$ cat config.mk
export PLATFORM = sky130hd
export DESIGN_NAME = reg_field_encoder_pipe
export DESIGN_NICKNAME = d
export VERILOG_FILES = /design/src/rtl/reg_field_encoder_pipe.sv
export SDC_FILE = /design/constraint.sdc
export NUM_CORES = 1
export LEC_CHECK = 0
export CORE_AREA = 5 5 140 209
export CTS_CLUSTER_DIAMETER = 60
export DETAILED_ROUTE_END_ITERATION = 10
export DIE_AREA = 0 0 145 214
export PLACE_DENSITY = 0.54
export SETUP_SLACK_MARGIN = 0.3
export SYNTH_ARGS = -nofsm -noshare
export SYNTH_HDL_FRONTEND = slang
export SYNTH_SLANG_ARGS = --single-unit
export TNS_END_PERCENT = 10
$ cat constraint.sdc
create_clock -name clk -period 4.1 [get_ports clk]
set_input_delay 0.615 -clock clk [delete_from_list [all_inputs] [get_ports clk]]
set_output_delay 0.615 -clock clk [all_outputs]
set_load 0.005 [all_outputs]
$ cat src/rtl/reg_field_encoder_pipe.sv
// reg_field_encoder_pipe
//   Encodes NUM_SRC raw 10-bit operand fields into 12-bit register-file
//   operand codes. Optionally fetches one shared 32-bit literal and holds
//   the result until the consumer takes it.
//
//   Config macro: REG_ENC_FP_CONST_EN enables the inline float constants
//   (0x2F0..0x2F7). When it is undefined those codes are reserved.
//
//   Ports
//     clk, rst_n           clock, async active-low reset
//     flush                synchronous drop of in-flight work
//     in_valid/in_ready    request handshake; in_fields[10i+9:10i] = channel i
//     sgpr_base, vgpr_base register bases sampled at acceptance
//     out_valid/out_ready  result handshake
//     out_fields           12-bit encoding per channel
//     out_fp_valid/value   per-channel inline float constant
//     out_reserved         per-channel unlisted/reserved code flag
//     explicit_*           implicit-register use, OR across channels
//     out_literal(_req'd)  literal captured for this result
//     lit_req/valid/data   literal fetch handshake
module reg_field_encoder_pipe #(
    parameter int NUM_SRC = 3
) (
    input  logic                  clk,
    input  logic                  rst_n,
    input  logic                  flush,
    input  logic                  in_valid,
    output logic                  in_ready,
    input  logic [10*NUM_SRC-1:0] in_fields,
    input  logic [8:0]            sgpr_base,
    input  logic [9:0]            vgpr_base,
    output logic                  out_valid,
    input  logic                  out_ready,
    output logic [12*NUM_SRC-1:0] out_fields,
    output logic [NUM_SRC-1:0]    out_fp_valid,
    output logic [32*NUM_SRC-1:0] out_fp_value,
    output logic [NUM_SRC-1:0]    out_reserved,
    output logic                  explicit_vcc,
    output logic                  explicit_exec,
    output logic                  explicit_scc,
    output logic                  explicit_m0,
    output logic                  out_literal_required,
    output logic [31:0]           out_literal,
    output logic                  lit_req,
    input  logic                  lit_valid,
    input  logic [31:0]           lit_data
);

    typedef enum logic [1:0] {IDLE, LIT_WAIT, OUT_HOLD} state_t;

    typedef struct packed {
        logic [11:0] enc;
        logic        fp_valid;
        logic [31:0] fp_value;
        logic        rsv;
        logic        vcc;
        logic        exec;
        logic        scc;
        logic        m0;
        logic        lit;
    } lane_enc_t;

`ifdef REG_ENC_FP_CONST_EN
    // +-0.5, +-1, +-2, +-4 in IEEE-754 single precision.
    function automatic logic [31:0] fp_const(input logic [2:0] idx);
        logic [31:0] v;
        case (idx)
            3'd0:    v = 32'h3F00_0000;
            3'd1:    v = 32'hBF00_0000;
            3'd2:    v = 32'h3F80_0000;
            3'd3:    v = 32'hBF80_0000;
            3'd4:    v = 32'h4000_0000;
            3'd5:    v = 32'hC000_0000;
            3'd6:    v = 32'h4080_0000;
            default: v = 32'hC080_0000;
        endcase
        return v;
    endfunction
`endif

    function automatic lane_enc_t encode(input logic [9:0] f,
                                         input logic [8:0] sb,
                                         input logic [9:0] vb);
        lane_enc_t  r;
        logic [6:0] code;
        r    = '0;
        code = f[6:0];
        if (!f[9]) begin
            r.rsv = 1'b1;
        end else if (f[8]) begin
            r.enc = {2'b10, vb + {2'b00, f[7:0]}};
        end else if (!f[7]) begin
            if (code <= 7'd103) begin
                r.enc = {3'b110, sb + {2'b00, code}};
            end else begin
                case (code)
                    7'd106:  begin r.enc = 12'hE01; r.vcc  = 1'b1; end
                    7'd107:  begin r.enc = 12'hE02; r.vcc  = 1'b1; end
                    7'd124:  begin r.enc = 12'hE04; r.m0   = 1'b1; end
                    7'd126:  begin r.enc = 12'hE08; r.exec = 1'b1; end
                    7'd127:  begin r.enc = 12'hE10; r.exec = 1'b1; end
                    default: r.rsv = 1'b1;
                endcase
            end
        end else begin
            if (code <= 7'd64) begin
                r.enc = {5'd0, code};
            end else if (code <= 7'd80) begin
                // 65..80 map to -1..-16: f[5:0] is the magnitude.
                r.enc = {2'b00, 10'd0 - {4'd0, f[5:0]}};
            end else begin
                case (code)
                    7'd123:  begin r.enc = 12'hE20; r.vcc  = 1'b1; end
                    7'd124:  begin r.enc = 12'hE40; r.exec = 1'b1; end
                    7'd125:  begin r.enc = 12'hE80; r.scc  = 1'b1; end
                    7'd127:  begin r.enc = 12'h7FF; r.lit  = 1'b1; end
                    default: begin
`ifdef REG_ENC_FP_CONST_EN
                        if (code[6:3] == 4'b1110) begin
                            r.enc      = 12'h7FF;
                            r.fp_valid = 1'b1;
                            r.fp_value = fp_const(code[2:0]);
                        end else begin
                            r.rsv = 1'b1;
                        end
`else
                        r.rsv = 1'b1;
`endif
                    end
                endcase
            end
        end
        return r;
    endfunction

    lane_enc_t lane [NUM_SRC];

    for (genvar i = 0; i < NUM_SRC; i++) begin : g_lane
        assign lane[i] = encode(in_fields[10*i +: 10], sgpr_base, vgpr_base);
    end

    // Gather per-lane encodings into the packed output layout.
    logic [12*NUM_SRC-1:0] enc_fields;
    logic [NUM_SRC-1:0]    enc_fp_valid, enc_rsv;
    logic [32*NUM_SRC-1:0] enc_fp_value;
    logic                  any_vcc, any_exec, any_scc, any_m0, any_lit;

    always_comb begin
        enc_fields   = '0;
        enc_fp_valid = '0;
        enc_fp_value = '0;
        enc_rsv      = '0;
        any_vcc      = 1'b0;
        any_exec     = 1'b0;
        any_scc      = 1'b0;
        any_m0       = 1'b0;
        any_lit      = 1'b0;
        for (int i = 0; i < NUM_SRC; i++) begin
            enc_fields[12*i +: 12]   = lane[i].enc;
            enc_fp_valid[i]          = lane[i].fp_valid;
            enc_fp_value[32*i +: 32] = lane[i].fp_value;
            enc_rsv[i]               = lane[i].rsv;
            any_vcc                  = any_vcc  | lane[i].vcc;
            any_exec                 = any_exec | lane[i].exec;
            any_scc                  = any_scc  | lane[i].scc;
            any_m0                   = any_m0   | lane[i].m0;
            any_lit                  = any_lit  | lane[i].lit;
        end
    end

    state_t                state_q, state_d;
    logic                  out_valid_q, out_valid_d;
    logic                  lit_req_q, lit_req_d;
    logic [12*NUM_SRC-1:0] fields_q, fields_d;
    logic [NUM_SRC-1:0]    fp_valid_q, fp_valid_d, rsv_q, rsv_d;
    logic [32*NUM_SRC-1:0] fp_value_q, fp_value_d;
    logic [3:0]            expl_q, expl_d;    // {m0, scc, exec, vcc}
    logic                  lit_reqd_q, lit_reqd_d;
    logic [31:0]           literal_q, literal_d;
    logic                  accept;

    assign in_ready = !flush && (state_q == IDLE ||
                                 (state_q == OUT_HOLD && out_ready));
    assign accept   = in_valid && in_ready;

    always_comb begin
        state_d     = state_q;
        out_valid_d = out_valid_q;
        lit_req_d   = lit_req_q;
        fields_d    = fields_q;
        fp_valid_d  = fp_valid_q;
        fp_value_d  = fp_value_q;
        rsv_d       = rsv_q;
        expl_d      = expl_q;
        lit_reqd_d  = lit_reqd_q;
        literal_d   = literal_q;
        if (flush) begin
            state_d     = IDLE;
            out_valid_d = 1'b0;
            lit_req_d   = 1'b0;
        end else if (accept) begin
            // Covers both IDLE and the no-bubble reload out of OUT_HOLD.
            fields_d    = enc_fields;
            fp_valid_d  = enc_fp_valid;
            fp_value_d  = enc_fp_value;
            rsv_d       = enc_rsv;
            expl_d      = {any_m0, any_scc, any_exec, any_vcc};
            lit_reqd_d  = any_lit;
            literal_d   = '0;
            state_d     = any_lit ? LIT_WAIT : OUT_HOLD;
            out_valid_d = !any_lit;
            lit_req_d   = any_lit;
        end else begin
            case (state_q)
                LIT_WAIT: if (lit_valid) begin
                    literal_d   = lit_data;
                    state_d     = OUT_HOLD;
                    out_valid_d = 1'b1;
                    lit_req_d   = 1'b0;
                end
                OUT_HOLD: if (out_ready) begin
                    state_d     = IDLE;
                    out_valid_d = 1'b0;
                end
                default: ;
            endcase
        end
    end

    always_ff @(posedge clk or negedge rst_n) begin
        if (!rst_n) begin
            state_q     <= IDLE;
            out_valid_q <= 1'b0;
            lit_req_q   <= 1'b0;
            fields_q    <= '0;
            fp_valid_q  <= '0;
            fp_value_q  <= '0;
            rsv_q       <= '0;
            expl_q      <= '0;
            lit_reqd_q  <= 1'b0;
            literal_q   <= '0;
        end else begin
            state_q     <= state_d;
            out_valid_q <= out_valid_d;
            lit_req_q   <= lit_req_d;
            fields_q    <= fields_d;
            fp_valid_q  <= fp_valid_d;
            fp_value_q  <= fp_value_d;
            rsv_q       <= rsv_d;
            expl_q      <= expl_d;
            lit_reqd_q  <= lit_reqd_d;
            literal_q   <= literal_d;
        end
    end

    assign out_valid            = out_valid_q;
    assign lit_req              = lit_req_q;
    assign out_fields           = fields_q;
    assign out_fp_valid         = fp_valid_q;
    assign out_fp_value         = fp_value_q;
    assign out_reserved         = rsv_q;
    assign explicit_vcc         = expl_q[0];
    assign explicit_exec        = expl_q[1];
    assign explicit_scc         = expl_q[2];
    assign explicit_m0          = expl_q[3];
    assign out_literal_required = lit_reqd_q;
    assign out_literal          = literal_q;

endmodule
======== Yosys cells after proc, flatten, opt, wreduce, memory -nomap -nowiden ========
Index checks and enable logic that the tools add are counted.
word-level totals
  input bits .............................. 87
  output and inout port bits .............. 178
  bits in registers ....................... 80
  word-level logic and storage cells ...... 195
operators by class
  $add $sub $neg .......................... 9
  reduce and logical (&&, ||, !) cells .... 28
  equality and inequality tests ........... 25
  order comparisons ....................... 9
  bitwise operators ....................... 11
  muxes and demuxes ....................... 105
operators with widths
  cell                   count
  $mux W12               18
  $pmux W12 S5           3
  $eq A7 B7 Y1 const B   21
  $pmux W12 S4           3
  $mux W32               3
  $le A7 B7 Y1 const B   9
  $mux W1                53
  $add A10 B8 Y10        3
  $add A9 B7 Y9          3
  $mux W4                6
  $sub A1 B6 Y7 const A  3
  $mux W3                6
  $mux W6                3
  $mux W5                3
  $reduce_or A5 Y1       3
  $reduce_or A2 Y1       6
  $reduce_or A4 Y1       3
  $mux W2                5
  $or A1 B1 Y1           10
  $ne A4 B4 Y1 const B   2
  $reduce_and A3 Y1      2
  $reduce_bool A3 Y1     2
  $pmux W2 S2            1
  $reduce_and A2 Y1      2
  10 further kinds       14

======== Depth between registers and ports, before layout ========
Gate-level depths: netlist of run 1.
  word-level depth ........................ 13
  gate-level depth with buffers ........... 9
  gate-level depth less buffers ........... 9

======== Worst setup path before layout of run 1 ========
No wires, ideal clock.
  path kind ............................... input-to-reg
  start point ............................. input in_fields[20]
  end point ............................... register fields_q[32] (netlist: out_fields[32])
  buffers on the path ..................... 0
  required time ........................... 4001 ps
  cell stages on the path ................. 9
  slack ................................... 1676 ps
  data arrival time ....................... 2325 ps
  library setup time ...................... 99 ps
  cells stage by stage .................... ha_1 -> inv_1 -> fa_1 -> nand2b_1 -> a21oi_1 -> o211ai_1 -> xor2_1 -> o311a_1 -> a311oi_1
between the ends
  longest elaborated chain between the ends .. 7
  elaborated cells on any way between the ends .. 17
  classes of those cells .................. add/sub: 3; order compare: 3; eq/ne: 4; mux: 7
ends and longest elaborated chain
  item                                                                   line  source
  start: declaration                                                     29    input logic [10*NUM_SRC-1:0] in_fields,
  parallel branches: the longest is 5 deep, another holds $sub A1 B6 Y7  --
  $mux W12 (*)                                                           90    end else if (f[8]) begin
  $mux W12 (*)                                                           88    if (!f[9]) begin
  end signal: assignment                                                 246   fields_q <= fields_d;
  end: declaration                                                       174   logic [12*NUM_SRC-1:0] fields_q, fields_d;
Every way passes the cells marked *.
A chain may end at the register's enable or synchronous reset.

======== Worst setup path in the final report of run 1 ========
Ends and elaborated chain as after synthesis.

==> results by group, run 1 <==
Placed design
  • Sum of net half-perimeters after detailed placement: 24240 um
  • Input/output buffers: between 150 and 200
  • Weighted congestion at the end of routability-driven global placement: 0.9383

Power and ir drop
  • Switching power: 0.0009873 W
  • Power share of the sequential group: 0.323
  • Static leakage: between 4 and 5 nW
  • Internal power of the cells: between 0.0015 and 0.002 W
  • Sw Ratio: 0.3358
  • PwrDens: approximately 290 mW/mm^2
  • Part of the power in the clock network: 0.303
  • Logic gate share of total power: 0.374
  • Maximum resistive drop on vdd: 193.3 uV

Worst setup path
  • Critical path arrival: 3320 ps
  • Worst Path Required: 4350 ps
  • Largest fanout on the critical path: 10
  • Worst reg2reg path depth: 8
  • Slowest stage delay, CP: approximately 720 ps
  • Startpoint class of the critical path: input pin
  • Class of the most critical setup path: input pin to flop
  • Cell breakdown of the critical path: clkdlybuf4s50_1 -> ha_1 -> inv_1 -> fa_1 -> nand2b_1 -> a21oi_1 -> o211ai_1 -> xor2_1 -> o311a_1 -> a311oi_1
  • Critical Path End Type: flop
  • Standard cell with the maximum stage delay on the critical path: clkdlybuf4s50_1

Logic synthesis
  • Post-synth design cell area: 0.008031 mm^2
  • Biggest area consumer among synthesized cells: dfrtp_1
  • Yosys top cell area share: 0.2461
  • Synthesized instance count: 1035
  • Fraction of registers with async set/reset: 1.000
  • Average cell area after synthesis: 7.760 um^2
  • Top area cells in the synthesized netlist: dfrtp_1, ha_1, buf_4
  • Portion of the post-synthesis area used by sequential elements: 0.2461
  • Most common cell in the netlist: nand2_1
  • Synthesized flop and latch total: 79
  • Count of unique library cells instantiated by Yosys: 76
  • Number of warnings printed during yosys synthesis: 0
  • Ranking of synthesized cells by instance count: nand2_1, buf_4, a21oi_1
  • Post-synth top flop: dfrtp_1
  • Number of flops mapped to enable cells by yosys: 0

Min path
  • Worst min path class: input pin to async pin

Timing
  • Final clock period utilization by the worst path: 0.7491
  • RSZ-0062 raised after global routing: no
  • Number of hold violations in the final report: 0
  • Min Hold Slack: 336.4 ps
  • FMAX: 0.3256 GHz
  • Slew margin rel.: 0.2799
  • Worst Clk Skew: 7.098 ps
  • Worst-margin pin slew: 1079 ps
  • Minimum period implied by the final worst setup slack: 3071 ps
  • Final setup violating endpoints: 0
  • Number of max-slew violations in the final report: 0
  • Aggregate negative setup slack: 0 ps

Global route
  • Global-route wire length before repair: 46000 um
  • Grt ovf: 0
  • Maximum number of pins on one net before global-route repair: 57
  • Number of global-route vias before repair: 7927
  • Total Routing Usage GR: 0.1849
  • Initial antenna violation count: 0

Detailed routing
  • Number of design-rule violations left by the first detailed-router iteration: 623
  • Initial DRT Pass Iterations: 5
  • # DRC: 0
  • DR WL/cell: between 15 and 20 um
  • Via density: between 5 and 6
  • Post-detailed-route count of antenna-violating nets: 0
  • Detailed-route wire length: 30140 um
  • Routed via count: roughly 8100

Final layout
  • Filler Cell Count: 2891
  • Fraction of final layout cells sized beyond drive strength 1: 0.04315
  • # nets final: ~1300
  • Diode insertion count for antenna repair: 0
  • Area grow syn2layout: 24.38%

Clocking
  • Post CTS Setup Buffer Count: 0
  • Count of cells resized by post-cts repair: 0
  • CTS sink count: 79
  • H-Tree Level Count: 3
  • TritonCTS clock tree: done
  • Clk root buf: clkbuf_16
  • Skew-Pair Late Insertion Delay: 350 ps
  • Cts hold-fix bufs: 0
  • CTS max path bufs: 2
  • Clock-pin slew of the registers on the worst-case setup and hold paths: 60 ps
  • CTS buffer count: 9

Floorplanning
  • Die height: 214 um
  • Die width: 145 um
  • Initial core utilization: 0.2961
  • Area of the die: 0.03103 mm^2
  • Total I/O pin count: 265
  • Area of the placeable core: approximately 0.027 mm^2
  • Core Rows: 74

Status
  • Result of the run: finished, final reports clean

Job
  • Total of max-cap violations: 0
==> sequential cells by signal (all words and copies together), names as in the netlist <==
name	cells
expl_q	4
state_q	2
lit_req	1
out_reserved	3
out_literal	32
out_fields	36
out_literal_required	1
==> path summary, 6_finish.rpt <==
check                                           startpoint                     endpoint  slack (ps)
max in group asynchronous                            rst_n  out_literal[17]$_DFFE_PN0P_        2880
min in group clk                out_fields[11]$_DFFE_PN0P_   out_fields[11]$_DFFE_PN0P_         480
worst max-delay path                         in_fields[20]   out_fields[32]$_DFFE_PN0P_        1030
worst min-delay path                                 rst_n   out_fields[10]$_DFFE_PN0P_         340
worst max register to register      state_q[0]$_DFFE_PN0P_    out_fields[2]$_DFFE_PN0P_        1600
worst min register to register  out_fields[11]$_DFFE_PN0P_   out_fields[11]$_DFFE_PN0P_         480
==> cells in the final DEF (no fill, tap or decap), drive strengths merged, types with 6 or more instances in the layout <==
master,count
nor2b,17
xor2,12
a211oi,15
xnor2,21
o31ai,10
o2111ai,6
a21o,12
and2,10
nor2,66
a31oi,19
fa,6
clkbuf,11
o211ai,12
and3,6
nor4,6
nor3,21
conb,99
nand2,137
dfrtp,79
nand2b,9
ha,60
nand3,27
o21a,13
or3,8
inv,32
a21oi,95
o21bai,7
clkdlybuf4s50,164
o311ai,10
buf,21
o21ai,70
==> final cells by class <==
cell class / count / area (um^2) / share of cell area
timing repair buffer: 185 / 1799 / 0.1801
tap: 342 / 427.9 / 0.04284
inverter: 31 / 116.4 / 0.01165
clock buffer: 11 / 242.7 / 0.02430
multi-input combinational: 871 / 5348 / 0.5353
clock inverter: 5 / 78.83 / 0.007891
sequential: 79 / 1977 / 0.1979
==> logic make-up after synthesis <==
kind of cell	after synthesis	share of synthesized area
fa+ha+maj	66	0.1084
compound gates	334	0.2748
mux	3	0.003739
buf+inv	183	0.1346
flops	79	0.2461
xor+xnor	33	0.03599
simple gates	336	0.1958
other cells	1	0.0004669
==> layer usage <==
layer  share of wire  track usage
met5               0            0
met4           0.048      0.09642
met3           0.061      0.02748
met2            0.50       0.3291
met1            0.39       0.2121
==> stage by stage <==
stage               power [W]  setup WS (ps)  instances  area (um^2)  utilization
floorplan            0.001575           1676       1133         8399            -
global placement     0.002066          703.0       1508         9668       0.3564
detailed placement   0.002067          658.6       1508         9668       0.3564
CTS                  0.002982           1036       1524         9990       0.3682
global route         0.003120          881.3       1524         9990       0.3682
finish               0.002940           1029       1524         9990       0.3682
==> worst max-delay path: cells and delay by family <==
| kind | cells | cell delay [ps] |
|---|---|---|
| adder cells (fa/ha/maj) | 2 | 670 |
| AO/OA/AOI/OAI | 4 | 900 |
| buffers and inverters | 2 | 780 |
| XOR/XNOR | 1 | 180 |
| AND/OR/NAND/NOR | 1 | 180 |
==> power by group through the flow <==
stage	Combinational, W	Clock, W	Sequential [W]
floorplan	0.000621	0	0.000954
global placement	0.00110	0	0.000966
detailed placement	0.00110	0	0.000969
CTS	0.00110	0.000926	0.000954
global route	0.00120	0.000956	0.000962
finish	0.00110	0.000890	0.000951
Power figures use the tool's default switching activity.
==> run 2, diff against run 1 <==
clock period = 3.1 ns   (was 4.1 ns; I/O delays follow)
==> run 2 against run 1 <==
  * Clock skew decreased by 3.1 ps
  * Power is 32% higher
  * Largest cell class unchanged
  * Register-to-register slack worse by 650 ps
  * Combinational power rose by 37%
==> results by group, run 2 (synthesis gave the netlist of run 1 again) <==
Power and ir drop
  • Logic gate share of total power: 0.390
  • Static leakage: 4.352 nW
  • Total chip power: 0.003884 W
  • Sw Ratio: 0.3394
  • Part of the power in the clock network: 0.286
  • Power share of the sequential group: 0.324
  • Switching power: roughly 0.0013 W
  • Maximum resistive drop on vdd: 179.1 uV
  • PwrDens: 374.0 mW/mm^2
  • Internal power of the cells: 0.002566 W

Detailed routing
  • Detailed-route wire length: 30790 um
  • Number of design-rule violations left by the first detailed-router iteration: 531
  • Routed via count: 8242
  • Via density: 5.226
  • Post-detailed-route count of antenna-violating nets: 0
  • # DRC: 0
  • DR WL/cell: 19.53 um
  • Initial DRT Pass Iterations: 5

Clocking
  • CTS max path bufs: 2
  • Skew-Pair Late Insertion Delay: around 340 ps
  • CTS buffer count: 9
  • Count of cells resized by post-cts repair: 0
  • Cts hold-fix bufs: 0
  • H-Tree Level Count: 3
  • CTS sink count: 79
  • Post CTS Setup Buffer Count: 0
  • Clock-pin slew of the registers on the worst-case setup and hold paths: 60 ps
  • Clk root buf: clkbuf_16
  • TritonCTS clock tree: done

Global route
  • Grt ovf: 0
  • Maximum number of pins on one net before global-route repair: 80
  • Total Routing Usage GR: 0.1874
  • Global-route wire length before repair: 46630 um
  • Initial antenna violation count: 0
  • Number of global-route vias before repair: 8071

Floorplanning
  • Die height: 214 um
  • Total I/O pin count: 265
  • Initial core utilization: 0.2961
  • Area of the die: approximately 0.031 mm^2
  • Area of the placeable core: 0.02713 mm^2
  • Core Rows: 74
  • Die width: 145 um

Worst setup path
  • Critical path arrival: around 3000 ps
  • Worst Path Required: 3350 ps
  • Standard cell with the maximum stage delay on the critical path: clkdlybuf4s50_1
  • Cell breakdown of the critical path: clkdlybuf4s50_1 -> inv_1 -> fa_1 -> nor2b_1 -> o31a_1 -> o221ai_1 -> xnor2_1 -> a21oi_1 -> a311oi_1
  • Largest delay share family, worst path: buffers and inverters
  • Reg-to-Reg Start: state_q[0]$_DFFE_PN0P_
  • Slowest stage delay, CP: between 600 and 700 ps
  • Class of the most critical setup path: input pin to flop
  • Startpoint class of the critical path: input pin
  • Worst Setup SP: in_fields[1]
  • Largest fanout on the critical path: 5
  • Combined buffer and inverter count along the critical path: 2
  • Critical Path End Type: flop

Final layout
  • Most common cell after layout, fill and taps aside: clkdlybuf4s50_1
  • Filler Cell Count: 2895
  • Fraction of final layout cells sized beyond drive strength 1: 0.08583
  • Area grow syn2layout: 29.29%
  • Post-Layout Inst Area: 0.01038 mm^2
  • Commonest cells after routing, fill and taps aside: clkdlybuf4s50_1, nand2_1, conb_1, a21oi_1, dfrtp_1
  • # nets final: 1384
  • Post-Route Utilization: 0.3828
  • Diode insertion count for antenna repair: 0
  • Largest register FFs: 36

Timing
  • Slew margin rel.: 0.2675
  • Worst-margin pin slew: 1099 ps
  • RSZ-0062 raised after global routing: yes
  • Number of hold violations in the final report: 0
  • Final clock period utilization by the worst path: 0.8698
  • FMAX: 0.3709 GHz
  • Aggregate negative setup slack: 0 ps
  • Worst Clk Skew: around 4 ps
  • Minimum period implied by the final worst setup slack: between 2000 and 3000 ps
  • Final setup violating endpoints: 0
  • Number of max-slew violations in the final report: 0

Status
  • Result of the run: finished, final reports clean

Placed design
  • Instance area at placement: 0.01007 mm^2
  • Weighted congestion at the end of routability-driven global placement: 0.9200
  • Sum of net half-perimeters after detailed placement: ~25000 um
  • Input/output buffers: ~170

Job
  • Total of max-cap violations: 0

Min path
  • Worst min path class: input pin to async pin
## run 2: through the flow
step	instances	worst slack, ps	hold WS, ps
6_report	1577	403.6	279.5
5_1_grt	1577	284.5	396.0
4_1_cts	1577	427.3	352.4
3_5_place_dp	1562	54.61	472.6
3_3_place_gp	1562	13.64	464.7
2_1_floorplan	1133	825.7	169.4
## run 2: power groups by stage
stage	clock network (W)	logic (W)	registers, W
floorplan	0	0.000821	0.00126
detailed placement	0	0.00151	0.00128
global route	0.00119	0.00165	0.00127
global placement	0	0.00152	0.00128
finish	0.00111	0.00151	0.00126
CTS	0.00116	0.00152	0.00126
## run 2: final cells by class
class | instances | area [um^2] | area share
repair buffers | 239 | 2205 | 0.2123
clock inverters | 4 | 53.80 | 0.005181
inverters | 31 | 116.4 | 0.01121
well taps | 342 | 427.9 | 0.04121
flip-flops and latches | 79 | 1977 | 0.1904
multi-input cells | 871 | 5351 | 0.5154
clock buffers | 11 | 252.7 | 0.02434
## run 2: routing by layer
layer  global-route usage  vias up  routed length [um]
met4              0.09736        0                1546
met5                    0        -                   0
li1                     -     3961                   -
met1               0.2089     3863               11870
met2               0.3414      360               15660
met3              0.02685       58                1718
## run 2: worst paths after layout
kind | end | slack [ps] | cells past startpoint
worst min-delay path | out_fields[3]$_DFFE_PN0P_ | 280 | 1
max in group asynchronous | out_fields[20]$_DFFE_PN0P_ | 2060 | 1
min in group clk | out_fields[11]$_DFFE_PN0P_ | 480 | 2
worst max-delay path | out_fields[8]$_DFFE_PN0P_ | 400 | 9
worst min register to register | out_fields[11]$_DFFE_PN0P_ | 480 | 2
worst max register to register | out_fields[16]$_DFFE_PN0P_ | 950 | 8
## run 2: worst reg2reg max path, stage by stage, from the launching register on
cell	delay, ps
dfrtp_1	400
inv_1	80
ha_1	180
a21o_1	220
and2_2	250
buf_4	300
nand2_1	230
a211oi_1	260
a22o_1	160
